<file path="src/rtl/cnn_pkg.sv">
// Shared definitions for the CNN pooling blocks.
//   DATA_W_DEF  : default activation width
//   act_t       : signed activation at the default width
//   row_state_e : which row of a 2x2 window pair is being streamed
//   idx_w()     : counter/index width helper that never returns 0
package cnn_pkg;

  localparam int DATA_W_DEF = 32;

  typedef logic signed [DATA_W_DEF-1:0] act_t;

  typedef enum logic {
    EVEN_ROW = 1'b0,
    ODD_ROW  = 1'b1
  } row_state_e;

  // Width needed to count 0..n-1; a one-entry range still gets one bit so
  // no vector ends up zero-width.
  function automatic int idx_w(input int n);
    return (n > 1) ? $clog2(n) : 1;
  endfunction

endpackage

</file>
<file path="src/rtl/maxpool_2x2_if.sv">
// Stream bundle for maxpool_2x2: pixel input side and pooled output side.
//   in_valid/in_ready/in_data              : raster-order pixel stream
//   out_valid/out_ready/out_data/out_last  : pooled stream, last marks frame end
// Modports:
//   slave  : the pooling block
//   master : the environment feeding pixels and consuming results
interface maxpool_2x2_if
  import cnn_pkg::*;
#(
  parameter int DATA_W = DATA_W_DEF
);

  logic                     in_valid;
  logic                     in_ready;
  logic signed [DATA_W-1:0] in_data;
  logic                     out_valid;
  logic                     out_ready;
  logic signed [DATA_W-1:0] out_data;
  logic                     out_last;

  modport slave (
    input  in_valid, in_data, out_ready,
    output in_ready, out_valid, out_data, out_last
  );

  modport master (
    output in_valid, in_data, out_ready,
    input  in_ready, out_valid, out_data, out_last
  );

endinterface

</file>
<file path="src/rtl/maxpool_2x2_max2.sv">
// max2: combinational signed two-input maximum.
//   a, b : signed operands
//   y    : the larger of a and b (either one when equal)
module max2 #(
  parameter int DATA_W = 32
) (
  input  logic signed [DATA_W-1:0] a,
  input  logic signed [DATA_W-1:0] b,
  output logic signed [DATA_W-1:0] y
);

  assign y = (a > b) ? a : b;

endmodule

</file>
<file path="src/rtl/maxpool_2x2.sv">
// maxpool_2x2: streaming 2x2 / stride-2 signed max pooling.
// Ports:
//   clk  : clock, all state on the rising edge
//   rst  : synchronous active-high reset
//   bus  : maxpool_2x2_if.slave (pixel in, pooled value out)
// Parameters: DATA_W (activation width), ROW_W / ROW_H (frame size, even).
// Optional feature: define MAXPOOL_RELU_EN to clamp results at zero (fused
// ReLU); timing and handshake are identical either way.
//
// Even rows reduce each horizontal pixel pair into a line-buffer entry; odd
// rows reduce their pair, combine it with that entry and load the single
// output register. in_ready follows the output register only, so a stalled
// result blocks every input pixel until it is taken.
module maxpool_2x2
  import cnn_pkg::*;
#(
  parameter int DATA_W = DATA_W_DEF,
  parameter int ROW_W  = 8,
  parameter int ROW_H  = 8
) (
  input  logic          clk,
  input  logic          rst,
  maxpool_2x2_if.slave  bus
);

  localparam int HALF_W = ROW_W / 2;
  localparam int COL_W  = idx_w(ROW_W);
  localparam int ROW_CW = idx_w(ROW_H);
  localparam int IDX_W  = idx_w(HALF_W);

  row_state_e               state_reg, state_next;
  logic [COL_W-1:0]         col_reg, col_next;
  logic [ROW_CW-1:0]        row_reg, row_next;
  logic                     out_valid_reg, out_valid_next;
  logic                     out_last_reg, out_last_next;
  logic signed [DATA_W-1:0] out_data_reg, out_data_next;

  // Column-2k pixel of the current row, waiting for its partner.
  logic signed [DATA_W-1:0] hold_reg;
  // Registered line-buffer read, issued on the odd-row column-2k pixel so it
  // is ready when column 2k+1 arrives, however long that takes.
  logic signed [DATA_W-1:0] lb_rd_reg;
  logic signed [DATA_W-1:0] line_buf [HALF_W];

  logic                     in_ready;
  logic                     in_fire;
  logic                     out_fire;
  logic                     col_last;
  logic                     row_last;
  logic                     odd_col;
  logic [IDX_W-1:0]         pair_idx;
  logic signed [DATA_W-1:0] h_max;
  logic signed [DATA_W-1:0] v_max;
  logic signed [DATA_W-1:0] pooled;

  assign in_ready      = !out_valid_reg || bus.out_ready;
  assign bus.in_ready  = in_ready;
  assign bus.out_valid = out_valid_reg;
  assign bus.out_data  = out_data_reg;
  assign bus.out_last  = out_last_reg;

  assign in_fire  = bus.in_valid && in_ready;
  assign out_fire = out_valid_reg && bus.out_ready;
  assign col_last = (col_reg == COL_W'(ROW_W - 1));
  assign row_last = (row_reg == ROW_CW'(ROW_H - 1));
  assign odd_col  = col_reg[0];
  assign pair_idx = IDX_W'(col_reg >> 1);

  // Horizontal pair reduction, then vertical against the buffered even row.
  max2 #(.DATA_W(DATA_W)) u_hmax (
    .a (hold_reg),
    .b (bus.in_data),
    .y (h_max)
  );

  max2 #(.DATA_W(DATA_W)) u_vmax (
    .a (h_max),
    .b (lb_rd_reg),
    .y (v_max)
  );

`ifdef MAXPOOL_RELU_EN
  assign pooled = v_max[DATA_W-1] ? '0 : v_max;
`else
  assign pooled = v_max;
`endif

  always_comb begin
    state_next     = state_reg;
    col_next       = col_reg;
    row_next       = row_reg;
    out_valid_next = out_valid_reg;
    out_data_next  = out_data_reg;
    out_last_next  = out_last_reg;

    if (out_fire) begin
      out_valid_next = 1'b0;
    end

    if (in_fire) begin
      if (col_last) begin
        col_next = '0;
        if (row_last) begin
          row_next   = '0;
          state_next = EVEN_ROW;
        end else begin
          row_next   = row_reg + ROW_CW'(1);
          state_next = (state_reg == EVEN_ROW) ? ODD_ROW : EVEN_ROW;
        end
      end else begin
        col_next = col_reg + COL_W'(1);
      end

      // Overrides the clear above when a result is consumed and replaced in
      // the same cycle, so back-to-back results need no bubble.
      if (state_reg == ODD_ROW && odd_col) begin
        out_valid_next = 1'b1;
        out_data_next  = pooled;
        out_last_next  = row_last && col_last;
      end
    end
  end

  always_ff @(posedge clk) begin
    if (rst) begin
      state_reg     <= EVEN_ROW;
      col_reg       <= '0;
      row_reg       <= '0;
      out_valid_reg <= 1'b0;
      out_data_reg  <= '0;
      out_last_reg  <= 1'b0;
      hold_reg      <= '0;
    end else begin
      state_reg     <= state_next;
      col_reg       <= col_next;
      row_reg       <= row_next;
      out_valid_reg <= out_valid_next;
      out_data_reg  <= out_data_next;
      out_last_reg  <= out_last_next;
      if (in_fire && !odd_col) begin
        hold_reg <= bus.in_data;
      end
    end
  end

  // Line buffer has no reset: every entry is written in an even row before
  // the following odd row reads it, including after a mid-frame reset.
  always_ff @(posedge clk) begin
    if (in_fire && state_reg == EVEN_ROW && odd_col) begin
      line_buf[pair_idx] <= h_max;
    end
    if (in_fire && state_reg == ODD_ROW && !odd_col) begin
      lb_rd_reg <= line_buf[pair_idx];
    end
  end

endmodule

</file>
<file path="src/flat_wrapper.sv">
// flat-port wrapper written by rule: the top's interface ports become plain ports
module maxpool_2x2_flat import cnn_pkg::*;
#(
  parameter int DATA_W = DATA_W_DEF,
  parameter int ROW_W  = 8,
  parameter int ROW_H  = 8
)
  (clk, rst, bus_in_valid, bus_in_data, bus_out_ready, bus_in_ready, bus_out_valid, bus_out_data, bus_out_last);
  maxpool_2x2_if #(.DATA_W(DATA_W)) bus_i ();
  input  logic clk;
  input  logic rst;
  input wire logic [$bits(bus_i.in_valid)-1:0] bus_in_valid;
  input wire logic [$bits(bus_i.in_data)-1:0] bus_in_data;
  input wire logic [$bits(bus_i.out_ready)-1:0] bus_out_ready;
  output wire logic [$bits(bus_i.in_ready)-1:0] bus_in_ready;
  output wire logic [$bits(bus_i.out_valid)-1:0] bus_out_valid;
  output wire logic [$bits(bus_i.out_data)-1:0] bus_out_data;
  output wire logic [$bits(bus_i.out_last)-1:0] bus_out_last;
  assign bus_i.in_valid = bus_in_valid;
  assign bus_i.in_data = bus_in_data;
  assign bus_i.out_ready = bus_out_ready;
  assign bus_in_ready = bus_i.in_ready;
  assign bus_out_valid = bus_i.out_valid;
  assign bus_out_data = bus_i.out_data;
  assign bus_out_last = bus_i.out_last;
  maxpool_2x2 #(.DATA_W(DATA_W), .ROW_W(ROW_W), .ROW_H(ROW_H)) u_core (.clk(clk), .rst(rst), .bus(bus_i));
endmodule
</file>
<file path="config.mk">
export PLATFORM = sky130hd
export DESIGN_NAME = maxpool_2x2_flat
export DESIGN_NICKNAME = d
export VERILOG_FILES = /design/src/rtl/cnn_pkg.sv /design/src/rtl/maxpool_2x2_if.sv /design/src/rtl/maxpool_2x2_max2.sv /design/src/rtl/maxpool_2x2.sv /design/src/flat_wrapper.sv
export SDC_FILE = /design/constraint.sdc
export NUM_CORES = 1
export LEC_CHECK = 0
export CORE_MARGIN = 1
export CORE_UTILIZATION = 50
export DETAILED_ROUTE_END_ITERATION = 16
export PLACE_DENSITY = 0.69
export SYNTH_ARGS = -nofsm -noshare
export SYNTH_HDL_FRONTEND = slang
export SYNTH_HIERARCHICAL = 1
export SYNTH_SLANG_ARGS = --single-unit
</file>
<file path="constraint.sdc">
create_clock -name clk -period 13.9 [get_ports clk]
set_input_delay 4.17 -clock clk [delete_from_list [all_inputs] [get_ports clk]]
set_output_delay 4.17 -clock clk [all_outputs]
set_load 0.005 [all_outputs]
</file>
Yosys cells after proc, flatten, opt, wreduce, memory -nomap -nowiden:

Memory sizes are Yosys's and may differ from the RTL's. A register that Yosys moved wholly into a read port is not among the register bits.
Cells that the tools add are included.

* bits in registers: 73
* bits in writable memories: 128
* input port bits: 36
* output and inout port bits: 35
* logic and storage cells: 40
* memories kept: 1

* add/subtract/negate cells: 2
* order comparisons: 2
* equal/unequal tests: 2
* muxes and demuxes: 11
* bitwise logic cells: 1
* reductions and logical operators: 14

Memory list
* u_core.line_buf: words 4, width 32, read ports 1, clocked after Yosys merged registers in 1, wr ports 1, RTL line maxpool_2x2.sv:43 `logic signed [DATA_W-1:0] line_buf [HALF_W];`

Operators by type and width (count)
* greater-than comparator 32 bit: 2
* 2-to-1 mux 32 bit: 2
* logical AND 1 bit: 9
* 2-to-1 mux 1 bit: 7
* adder 3 x 1 -> 3 bit (second input constant): 2
* equality test 3 bit (second input constant): 2
* 2-to-1 mux 3 bit: 2
* AND reduction 2 bit: 2
* logical NOT 1 bit: 2
* logical OR 1 bit: 1
* NOT 1 bit: 1

Longest topological paths before layout:

Gate-level depths: netlist (run 1).

* depth after elaboration: 7
* depth in mapped cells: 21
* gate-level depth less buffers: 20

Cells and area by module:

The synthesis (run 1) kept the hierarchy.

By module, submodules not included
* maxpool_2x2: times used 1, cells each 567, area an instance 8857.2 um2, sequential area each 6266.0 um2
* max2: times used 2, cells each 148, area an instance 1219.9 um2, sequential area each 0.0 um2

Least setup slack after synthesis (run 1):

OpenSTA, ideal clock, no wires.

* path type: input -> register
* start point: in bus_in_data[31]
* end point: reg u_core.out_data_reg[1], in the netlist u_core/bus.out_data[1]
* library setup time: 132 ps
* arrival time: 8876 ps
* required time: 13768 ps
* setup slack: 4892 ps
* cell stages on the path: 19
* path buffers: 2
* cells stage by stage: inv_1 > ha_1 > nand4_1 > or4_1 > or3_1 > o2111a_1 > a211oi_4 > buf_6 > mux2_2 > ha_1 > nand4_1 > or4_1 > or3_1 > o2111a_1 > a211oi_4 > buf_6 > mux2_2 > nand4_1 > a21oi_1

* longest elaborated chain between the ends: 4

Ends and longest elaborated chain
* start, declared: RTL line flat_wrapper.sv:13 `input wire logic [$bits(bus_i.in_data)-1:0] bus_in_data;`
* greater-than comparator 32 bit: RTL line maxpool_2x2_max2.sv:12 `assign y = (a > b) ? a : b;`
* 2-to-1 mux 32 bit: RTL line maxpool_2x2_max2.sv:12
* via u_core.h_max[30]: RTL line maxpool_2x2.sv:52 `logic signed [DATA_W-1:0] h_max;`
* greater-than comparator 32 bit: RTL line maxpool_2x2_max2.sv:12
* 2-to-1 mux 32 bit: RTL line maxpool_2x2_max2.sv:12
* via u_core.pooled[1]: RTL line maxpool_2x2.sv:54 `logic signed [DATA_W-1:0] pooled;`
* end signal, assigned: RTL line maxpool_2x2.sv:138 `out_data_reg <= out_data_next;`
* end, declared: RTL line maxpool_2x2.sv:36 `logic signed [DATA_W-1:0] out_data_reg, out_data_next;`

The timed path passes the listed nets, and every way through them passes these cells.
A chain may end at the register's enable or synchronous reset.

Final worst setup path (run 1):

* start point: in bus_in_data[31]
* end point: reg u_core.out_data_reg[26], in the netlist u_core/bus.out_data[26]

The elaborated chain is that of the path after synthesis.

==> metrics, run 1 <==
run status complete, no violations; Worst R2R End u_core/bus.out_data[26]; # rows 54; number of gates given a new drive strength after cts 0; Critical-path top delay cell sky130_fd_sc_hd__a211oi_4; Seq/Total Area, Yosys between 50% and 60%; clock sinks 233; synthesized instance count about 860; Avg Vias per Cell 6.20; Final Slew Violations 0; register bank with the most flops u_core/line_buf; leading cell types in the layout, fill and taps excluded sky130_fd_sc_hd__edfxtp_1, sky130_fd_sc_hd__a21oi_1, sky130_fd_sc_hd__dfxtp_1; max capacitance violation total 0; final total negative setup slack 0 ns; Worst EP arrival approximately 11 ns; Worst Hold Margin approximately 0.47 ns; Avg Cell Area, Syn 13.1 sq um; portion of the clock cycle consumed by the worst path in the final layout between 70% and 80%; clock share of power 39.4%; Worst Setup Slack, final around 3.3 ns; Congestion Overflow GR 0; count of buffers from port buffering 70; number of hold buffers added after cts 0; number of storage elements in the synthesis netlist between 200 and 250; worst slack, placed between 2 and 3 ns; power share of the sequential group 48.8%; routed length per instance 21.5 microns; Reg2Reg Depth 18; worst supply voltage drop on vdd 0.0872 mV; HPWL Detailed 15300 microns; pin count of the biggest net entering global routing 76; static leakage between 4 and 5 nW; Worst Max-Slew Pin Slew about 0.97 ns; Initial Util between 50 and 60%; maximum fanout along the worst path 22; top cell type by total area after synthesis sky130_fd_sc_hd__edfxtp_1; drt initial violations 500; top cells by area, synth sky130_fd_sc_hd__edfxtp_1, sky130_fd_sc_hd__dfxtp_1, sky130_fd_sc_hd__ha_1; power spent charging and discharging nets around 370 uW; Detail Route Antenna Nets 0; insertion delay of the later-clocked pin in the worst-skew pair around 0.52 ns; Largest stage delay, worst path around 0.7 ns; clock tree from TritonCTS done; top-level I/O count 71; width of the chip 152 microns; worst relative slew slack between 30% and 40%; syn nets ~970; beginning of the worst hold path u_core/bus.out_data[5]; overall die height around 150 microns; root cell of the clock tree sky130_fd_sc_hd__clkbuf_16; worst setup path startpoint bus_in_data[31]; routed wire length 25900 microns; core area 0.0220 sq mm; Sw Share a little under a quarter; area delta synth->final 14.3%; total track usage a little under a quarter; total number of yosys warnings 6; cell breakdown of the critical path clkdlybuf4s50_1 -> inv_1 -> ha_1 -> nand4_1 -> or4_1 -> or3_1 -> o2111a_1 -> a211oi_4 -> buf_4 -> mux2_2 -> ha_1 -> nand4_1 -> a2111oi_0 -> nor3_1 -> o2111a_1 -> a211oi_4 -> buf_4 -> mux2_2 -> nand4_1 -> a21oi_1; kind of capture point of the worst setup path flip-flop; number of diodes 0; flop2flop setup slack around 7.1 ns; placer congestion estimate roughly 0.79; CP dominant cell by count sky130_fd_sc_hd__nand4_1; Critical path destination u_core/bus.out_data[26]; sort of element at the start of the critical path input pin; max frequency roughly 0.094 GHz; # nets final about 1000; area of the die roughly 0.023 sq mm; Clock Tree Buf Depth 3; Post-CTS Setup Inserts 0; fraction of final layout cells sized beyond drive strength 1 17.2%; flip-flop count of the largest register, all copies and words added between 100 and 150; Via Count around 7500; vias in the first global route approximately 7400; worst reg2reg path startpoint u_core/hold_reg[31]; min cycle time layout roughly 11 ns; RSZ-0062 raised after global routing no; htree depth 1; initial antenna violation count 0; total of endpoints with negative setup slack in the final report 0; internal power summed over all cells 1.21 mW; synthesized cell area about 0.011 sq mm; worst min-delay path class reg -> reg; clock slew at the register clock pins of the worst setup and hold paths 0.06 ns; final count of hold timing violations 0; global-route wire length before repair 41000 microns; clock skew after layout 0.0171 ns; most common cell after layout, fill and taps aside sky130_fd_sc_hd__edfxtp_1; post-synth cell types 41; Pwr Density 122 mW/mm^2; Comb power frac 11.8%; fraction of synthesized cell area taken by the top area cell type between 40 and 50%; Critical Setup Path Class in -> reg; data required time at the worst endpoint ~14 ns; detailed-route DRC error count 0; TritonRoute pass-1 iters 4; CTS Buf Count 25
[worst max-delay path: cells and delay by family]
family                   cells  cell delay (ns)
adder cells (fa/ha/maj)      2             0.65
AND/OR/NAND/NOR              6             1.49
AO/OA/AOI/OAI                6             2.43
multiplexers                 2             0.84
buffers and inverters        4             1.39
[per-stage QoR]
step	power, mW	std cells	util (%)	instance area, sq um
global placement	0.963	1160	55.3	12100
global route	1.63	1205	58.8	12900
floorplan	0.918	863	-	11300
CTS	1.59	1205	58.8	12900
detailed placement	0.966	1160	55.3	12100
finish	1.58	1205	58.8	12900
[synthesized netlist by cell type]
| library cell | n |
|---|---|
| sky130_fd_sc_hd__ha_1 | 68 |
| sky130_fd_sc_hd__nand2_1 | 9 |
| sky130_fd_sc_hd__o41ai_1 | 1 |
| sky130_fd_sc_hd__nand2_2 | 1 |
| sky130_fd_sc_hd__o21ai_1 | 3 |
| sky130_fd_sc_hd__buf_4 | 3 |
| sky130_fd_sc_hd__o31ai_1 | 68 |
| sky130_fd_sc_hd__a21boi_0 | 2 |
| sky130_fd_sc_hd__o211ai_1 | 2 |
| sky130_fd_sc_hd__dfxtp_1 | 73 |
| sky130_fd_sc_hd__clkbuf_1 | 35 |
| sky130_fd_sc_hd__nor2b_1 | 3 |
| sky130_fd_sc_hd__mux2_2 | 62 |
| sky130_fd_sc_hd__inv_4 | 1 |
| sky130_fd_sc_hd__or3_1 | 2 |
| sky130_fd_sc_hd__a2111oi_0 | 6 |
| sky130_fd_sc_hd__a211oi_4 | 2 |
| sky130_fd_sc_hd__nor4_1 | 6 |
| sky130_fd_sc_hd__and2_1 | 1 |
| sky130_fd_sc_hd__buf_6 | 9 |
| sky130_fd_sc_hd__edfxtp_1 | 160 |
| sky130_fd_sc_hd__o2111a_1 | 2 |
| sky130_fd_sc_hd__o21ai_0 | 4 |
| sky130_fd_sc_hd__nand2b_1 | 4 |
| sky130_fd_sc_hd__nor3b_1 | 1 |
| sky130_fd_sc_hd__mux2_1 | 2 |
| sky130_fd_sc_hd__inv_1 | 68 |
| sky130_fd_sc_hd__mux4_2 | 32 |
| sky130_fd_sc_hd__a221oi_1 | 2 |
| sky130_fd_sc_hd__o311ai_1 | 1 |
| sky130_fd_sc_hd__nand4b_1 | 32 |
| sky130_fd_sc_hd__nor2_1 | 7 |
| sky130_fd_sc_hd__a21o_1 | 6 |
| sky130_fd_sc_hd__buf_1 | 1 |
| sky130_fd_sc_hd__nand3_1 | 9 |
| sky130_fd_sc_hd__nand4_1 | 53 |
| sky130_fd_sc_hd__a21oi_1 | 94 |
| sky130_fd_sc_hd__nor3_1 | 4 |
| sky130_fd_sc_hd__buf_2 | 20 |
| sky130_fd_sc_hd__inv_2 | 1 |
| sky130_fd_sc_hd__or4_1 | 3 |
[worst min path at each step]
stage | endpoint | slack, ns | cells after the start
floorplan | u_core/row_reg[1] | 0.45 | 2
global placement | u_core/bus.out_data[21] | 0.46 | 2
detailed placement | u_core/bus.out_data[2] | 0.47 | 2
CTS | u_core/bus.out_data[24] | 0.47 | 2
global route | u_core/bus.out_data[5] | 0.50 | 2
finish | u_core/bus.out_data[5] | 0.47 | 2
[area by class of cell]
class / count / area, sq um
fillers: 1728 / 9050
flip-flops and latches: 233 / 6270
multi-input cells: 492 / 4450
repair buffers: 85 / 803
clock buffers: 37 / 732
well taps: 280 / 350
inverters: 70 / 265
clock inverters: 8 / 40.0
[power groups by stage]
stage	logic (mW)	registers (mW)	clock network [mW]
detailed placement	0.182	0.784	0
CTS	0.184	0.769	0.635
global placement	0.180	0.783	0
floorplan	0.136	0.782	0
finish	0.185	0.769	0.621
global route	0.202	0.770	0.662
[logic make-up (layout without fill, tap and decap cells)]
| family | count (synthesis) | in the layout | share of synthesized area (%) |
|---|---|---|---|
| AO/OA/AOI/OAI | 193 | 193 | 11.0 |
| adder cells (fa/ha/maj) | 68 | 68 | 7.53 |
| buffers and inverters | 138 | 200 | 5.53 |
| flip-flops | 233 | 233 | 55.5 |
| multiplexers | 96 | 96 | 12.8 |
| AND/OR/NAND/NOR | 135 | 135 | 7.73 |
[routing by layer]
layer,GRT usage [%],routed length [microns],up-vias
met5,0,0,-
met4,5.78,437,0
met3,3.61,1560,36
met2,38.2,12500,225
met1,30.4,11400,3736
li1,-,-,3472
No activity file was read; power rests on OpenSTA's default activity.
==> run 2: changes to the inputs <==
--- a/config.mk
+++ b/config.mk
@@ -8,7 +8,7 @@
 export CORE_MARGIN = 1
 export CORE_UTILIZATION = 50
 export DETAILED_ROUTE_END_ITERATION = 16
-export PLACE_DENSITY = 0.69
+export PLACE_DENSITY = 0.72
 export SYNTH_ARGS = -nofsm -noshare
 export SYNTH_HDL_FRONTEND = slang
 export SYNTH_HIERARCHICAL = 1
==> constraint.sdc (replaced) <==
create_clock -name clk -period 9.3 [get_ports clk]
set_input_delay 2.79 -clock clk [delete_from_list [all_inputs] [get_ports clk]]
set_output_delay 2.79 -clock clk [all_outputs]
set_load 0.005 [all_outputs]
==> run 2 against run 1 <==
Net effect: the run now ends with DRC left; sequential power is 50% higher; hold slack worse by 0.0039 ns; critical path depth is the same; power grew 56%; via count rose by 0.47%; register-to-register slack worse by 3.6 ns; global-route usage grew 0.088 points; sequential share of layout area down 0.35 points; first-iteration DRC count up 13%; cell count is essentially flat; routed wire length shrank 0.25%; critical path type unchanged; largest cell class unchanged; largest power group unchanged; highest routed layer unchanged.
==> metrics, run 2 (synthesis gave the netlist of run 1 again) <==
root cell of the clock tree sky130_fd_sc_hd__clkbuf_16 (unchanged); power share of the sequential group 46.7% (was 48.8%); initial antenna violation count 0 (unchanged); fraction of final layout cells sized beyond drive strength 1 17.3% (was 17.2%); flip-flop count of the largest register, all copies and words added 128 (unchanged); global-route wire length before repair 41500 microns (was 41000 microns); worst relative slew slack 38.7% (was 35.7%); total of endpoints with negative setup slack in the final report 0 (unchanged); Post-CTS Setup Inserts 0 (unchanged); number of hold buffers added after cts 0 (unchanged); portion of the clock cycle consumed by the worst path in the final layout about nine tenths; Detail Route Antenna Nets 0 (unchanged); Clock Tree Buf Depth 3 (unchanged); # nets final 1013 (was 1011); power spent charging and discharging nets 554 uW (was 369 uW); Worst Max-Slew Pin Slew 0.919 ns (was 0.965 ns); area taken by flip-flops and latches 0.00627 sq mm (unchanged); failing checks DRC; worst min-delay path class reg -> reg (unchanged); number of cells after detailed placement 1162 (was 1160); Comb power frac 11.3% (was 11.8%); # rows 54 (unchanged); kind of capture point of the worst setup path flip-flop (unchanged); detailed-route DRC error count 2 (was 0); routed length per instance 21.4 microns (was 21.5 microns); Final Slew Violations 0 (unchanged); max capacitance violation total 0 (unchanged); total track usage 22.7% (was 22.6%); internal power summed over all cells 1.91 mW (was 1.21 mW); insertion delay of the later-clocked pin in the worst-skew pair 0.52 ns (about the same); top-level I/O count 71 (unchanged); Worst EP arrival 8.65 ns (was 10.99 ns); Critical Setup Path Class in -> reg (unchanged); register bank with the most flops u_core/line_buf (unchanged); Pwr Density 189 mW/mm^2 (was 122 mW/mm^2); area delta synth->final 15.1% (was 14.3%); overall die height 152 microns (unchanged); drt initial violations 563 (was 500); RSZ-0062 raised after global routing no (unchanged); Sw Share 22.5% (was 23.4%); clock tree from TritonCTS done (unchanged); clock slew at the register clock pins of the worst setup and hold paths 0.06 ns (about the same); sort of element at the start of the critical path input pin (unchanged); worst supply voltage drop on vdd 0.128 mV (was 0.0872 mV); Congestion Overflow GR 0 (unchanged); area of the die 0.0232 sq mm (unchanged); vias in the first global route 7370 (was 7392); Initial Util 51.4% (unchanged); placer congestion estimate 0.805 (was 0.790); static leakage 4.69 nW (was 4.64 nW); data required time at the worst endpoint 9.65 ns (was 14.25 ns); final total negative setup slack 0 ns (unchanged); run status finished with violations (was complete, no violations); HPWL Detailed 15700 microns (was 15300 microns); CTS Buf Count 25 (unchanged); most common cell after layout, fill and taps aside sky130_fd_sc_hd__edfxtp_1 (unchanged); maximum fanout along the worst path 19 (was 22); core area 0.0220 sq mm (unchanged); max frequency between 0.1 and 0.15 GHz; routed wire length 25900 microns (about the same); fill cell total of the finished layout 1703 (was 1728); post-route non-filler standard cell count 1206 (was 1205); width of the chip 152 microns (unchanged); final count of hold timing violations 0 (unchanged); clock sinks 233 (unchanged); min cycle time layout about 8.3 ns; clock skew after layout 0.0202 ns (was 0.0171 ns); Via Count 7504 (was 7469); number of gates given a new drive strength after cts 0 (unchanged); TritonRoute pass-1 iters 12 (was 4); pin count of the biggest net entering global routing 75 (was 76); clock share of power 42.0% (was 39.4%); Avg Vias per Cell 6.22 (was 6.20); number of diodes 0 (unchanged); count of buffers from port buffering 70 (unchanged); multi-input combinational cell area 0.00445 sq mm (unchanged); htree depth 1 (unchanged); leading cell types in the layout, fill and taps excluded sky130_fd_sc_hd__edfxtp_1, sky130_fd_sc_hd__a21oi_1, sky130_fd_sc_hd__dfxtp_1 (unchanged)
[run 2: changes by cell type in the layout (fill, tap and decap cells not counted)]
cell | previous run | this run
sky130_fd_sc_hd__bufinv_16 | 0 | 5
sky130_fd_sc_hd__clkbuf_8 | 4 | 2
sky130_fd_sc_hd__clkbuf_16 | 26 | 25
sky130_fd_sc_hd__buf_4 | 15 | 17
sky130_fd_sc_hd__clkinv_2 | 3 | 2
sky130_fd_sc_hd__inv_4 | 2 | 1
sky130_fd_sc_hd__clkinvlp_4 | 1 | 0
[run 2: cell type report]
type	count	share of cell area [%]
sequential	233	48.2
multi-input combinational	492	34.2
timing repair buffer	87	6.29
clock buffer	34	5.23
tap	280	2.69
inverter	70	2.04
clock inverter	10	1.32
[run 2: metrics by stage]
stage | power, mW | setup WS (ns) | instance area, sq um | utilization, % | hold WS, ns
floorplan | 1.37 | 1.67 | 11300 | - | 0.452
global placement | 1.44 | 0.739 | 12200 | 55.3 | 0.457
detailed placement | 1.45 | 0.609 | 12200 | 55.3 | 0.461
CTS | 2.47 | 1.07 | 13000 | 59.2 | 0.469
global route | 2.55 | 0.712 | 13000 | 59.2 | 0.490
finish | 2.46 | 1.00 | 13000 | 59.2 | 0.467
[run 2: final timing paths]
kind	from	end	slack, ns	cells past startpoint
setup / recovery	bus_in_data[31]	u_core/bus.out_data[15]	1.00	20
hold / removal	u_core/bus.out_data[21]	u_core/bus.out_data[21]	0.47	2
setup reg to reg	u_core/hold_reg[31]	u_core/bus.out_data[15]	3.53	18
hold reg to reg	u_core/bus.out_data[21]	u_core/bus.out_data[21]	0.47	2
[run 2: worst max-delay path: stages]
cell	delay, ns
sky130_fd_sc_hd__clkdlybuf4s50_1	0.52
sky130_fd_sc_hd__inv_1	0.07
sky130_fd_sc_hd__ha_1	0.31
sky130_fd_sc_hd__nand4_1	0.21
sky130_fd_sc_hd__or4_1	0.59
sky130_fd_sc_hd__or3_1	0.33
sky130_fd_sc_hd__o2111a_1	0.18
sky130_fd_sc_hd__a211oi_4	0.18
sky130_fd_sc_hd__buf_4	0.31
sky130_fd_sc_hd__mux2_2	0.44
sky130_fd_sc_hd__ha_1	0.35
sky130_fd_sc_hd__nand4_1	0.21
sky130_fd_sc_hd__or4_1	0.59
sky130_fd_sc_hd__or3_1	0.33
sky130_fd_sc_hd__o2111a_1	0.17
sky130_fd_sc_hd__a211oi_4	0.18
sky130_fd_sc_hd__buf_4	0.31
sky130_fd_sc_hd__mux2_2	0.37
sky130_fd_sc_hd__nand4_1	0.11
sky130_fd_sc_hd__a21oi_1	0.08
[run 2: power groups by stage]
stage / logic, mW / clock network (mW) / registers [mW]
after floorplan: 0.204 / 0 / 1.17
after global placement: 0.270 / 0 / 1.17
after detailed placement: 0.275 / 0 / 1.17
after CTS: 0.277 / 1.04 / 1.15
after global routing: 0.302 / 1.09 / 1.15
final: 0.279 / 1.03 / 1.15
[run 2: metal layers]
layer	wire, microns	GRT usage (%)
met1	11400	32.3
met2	12300	36.9
met3	1630	2.96
met4	428	5.69
met5	0	0
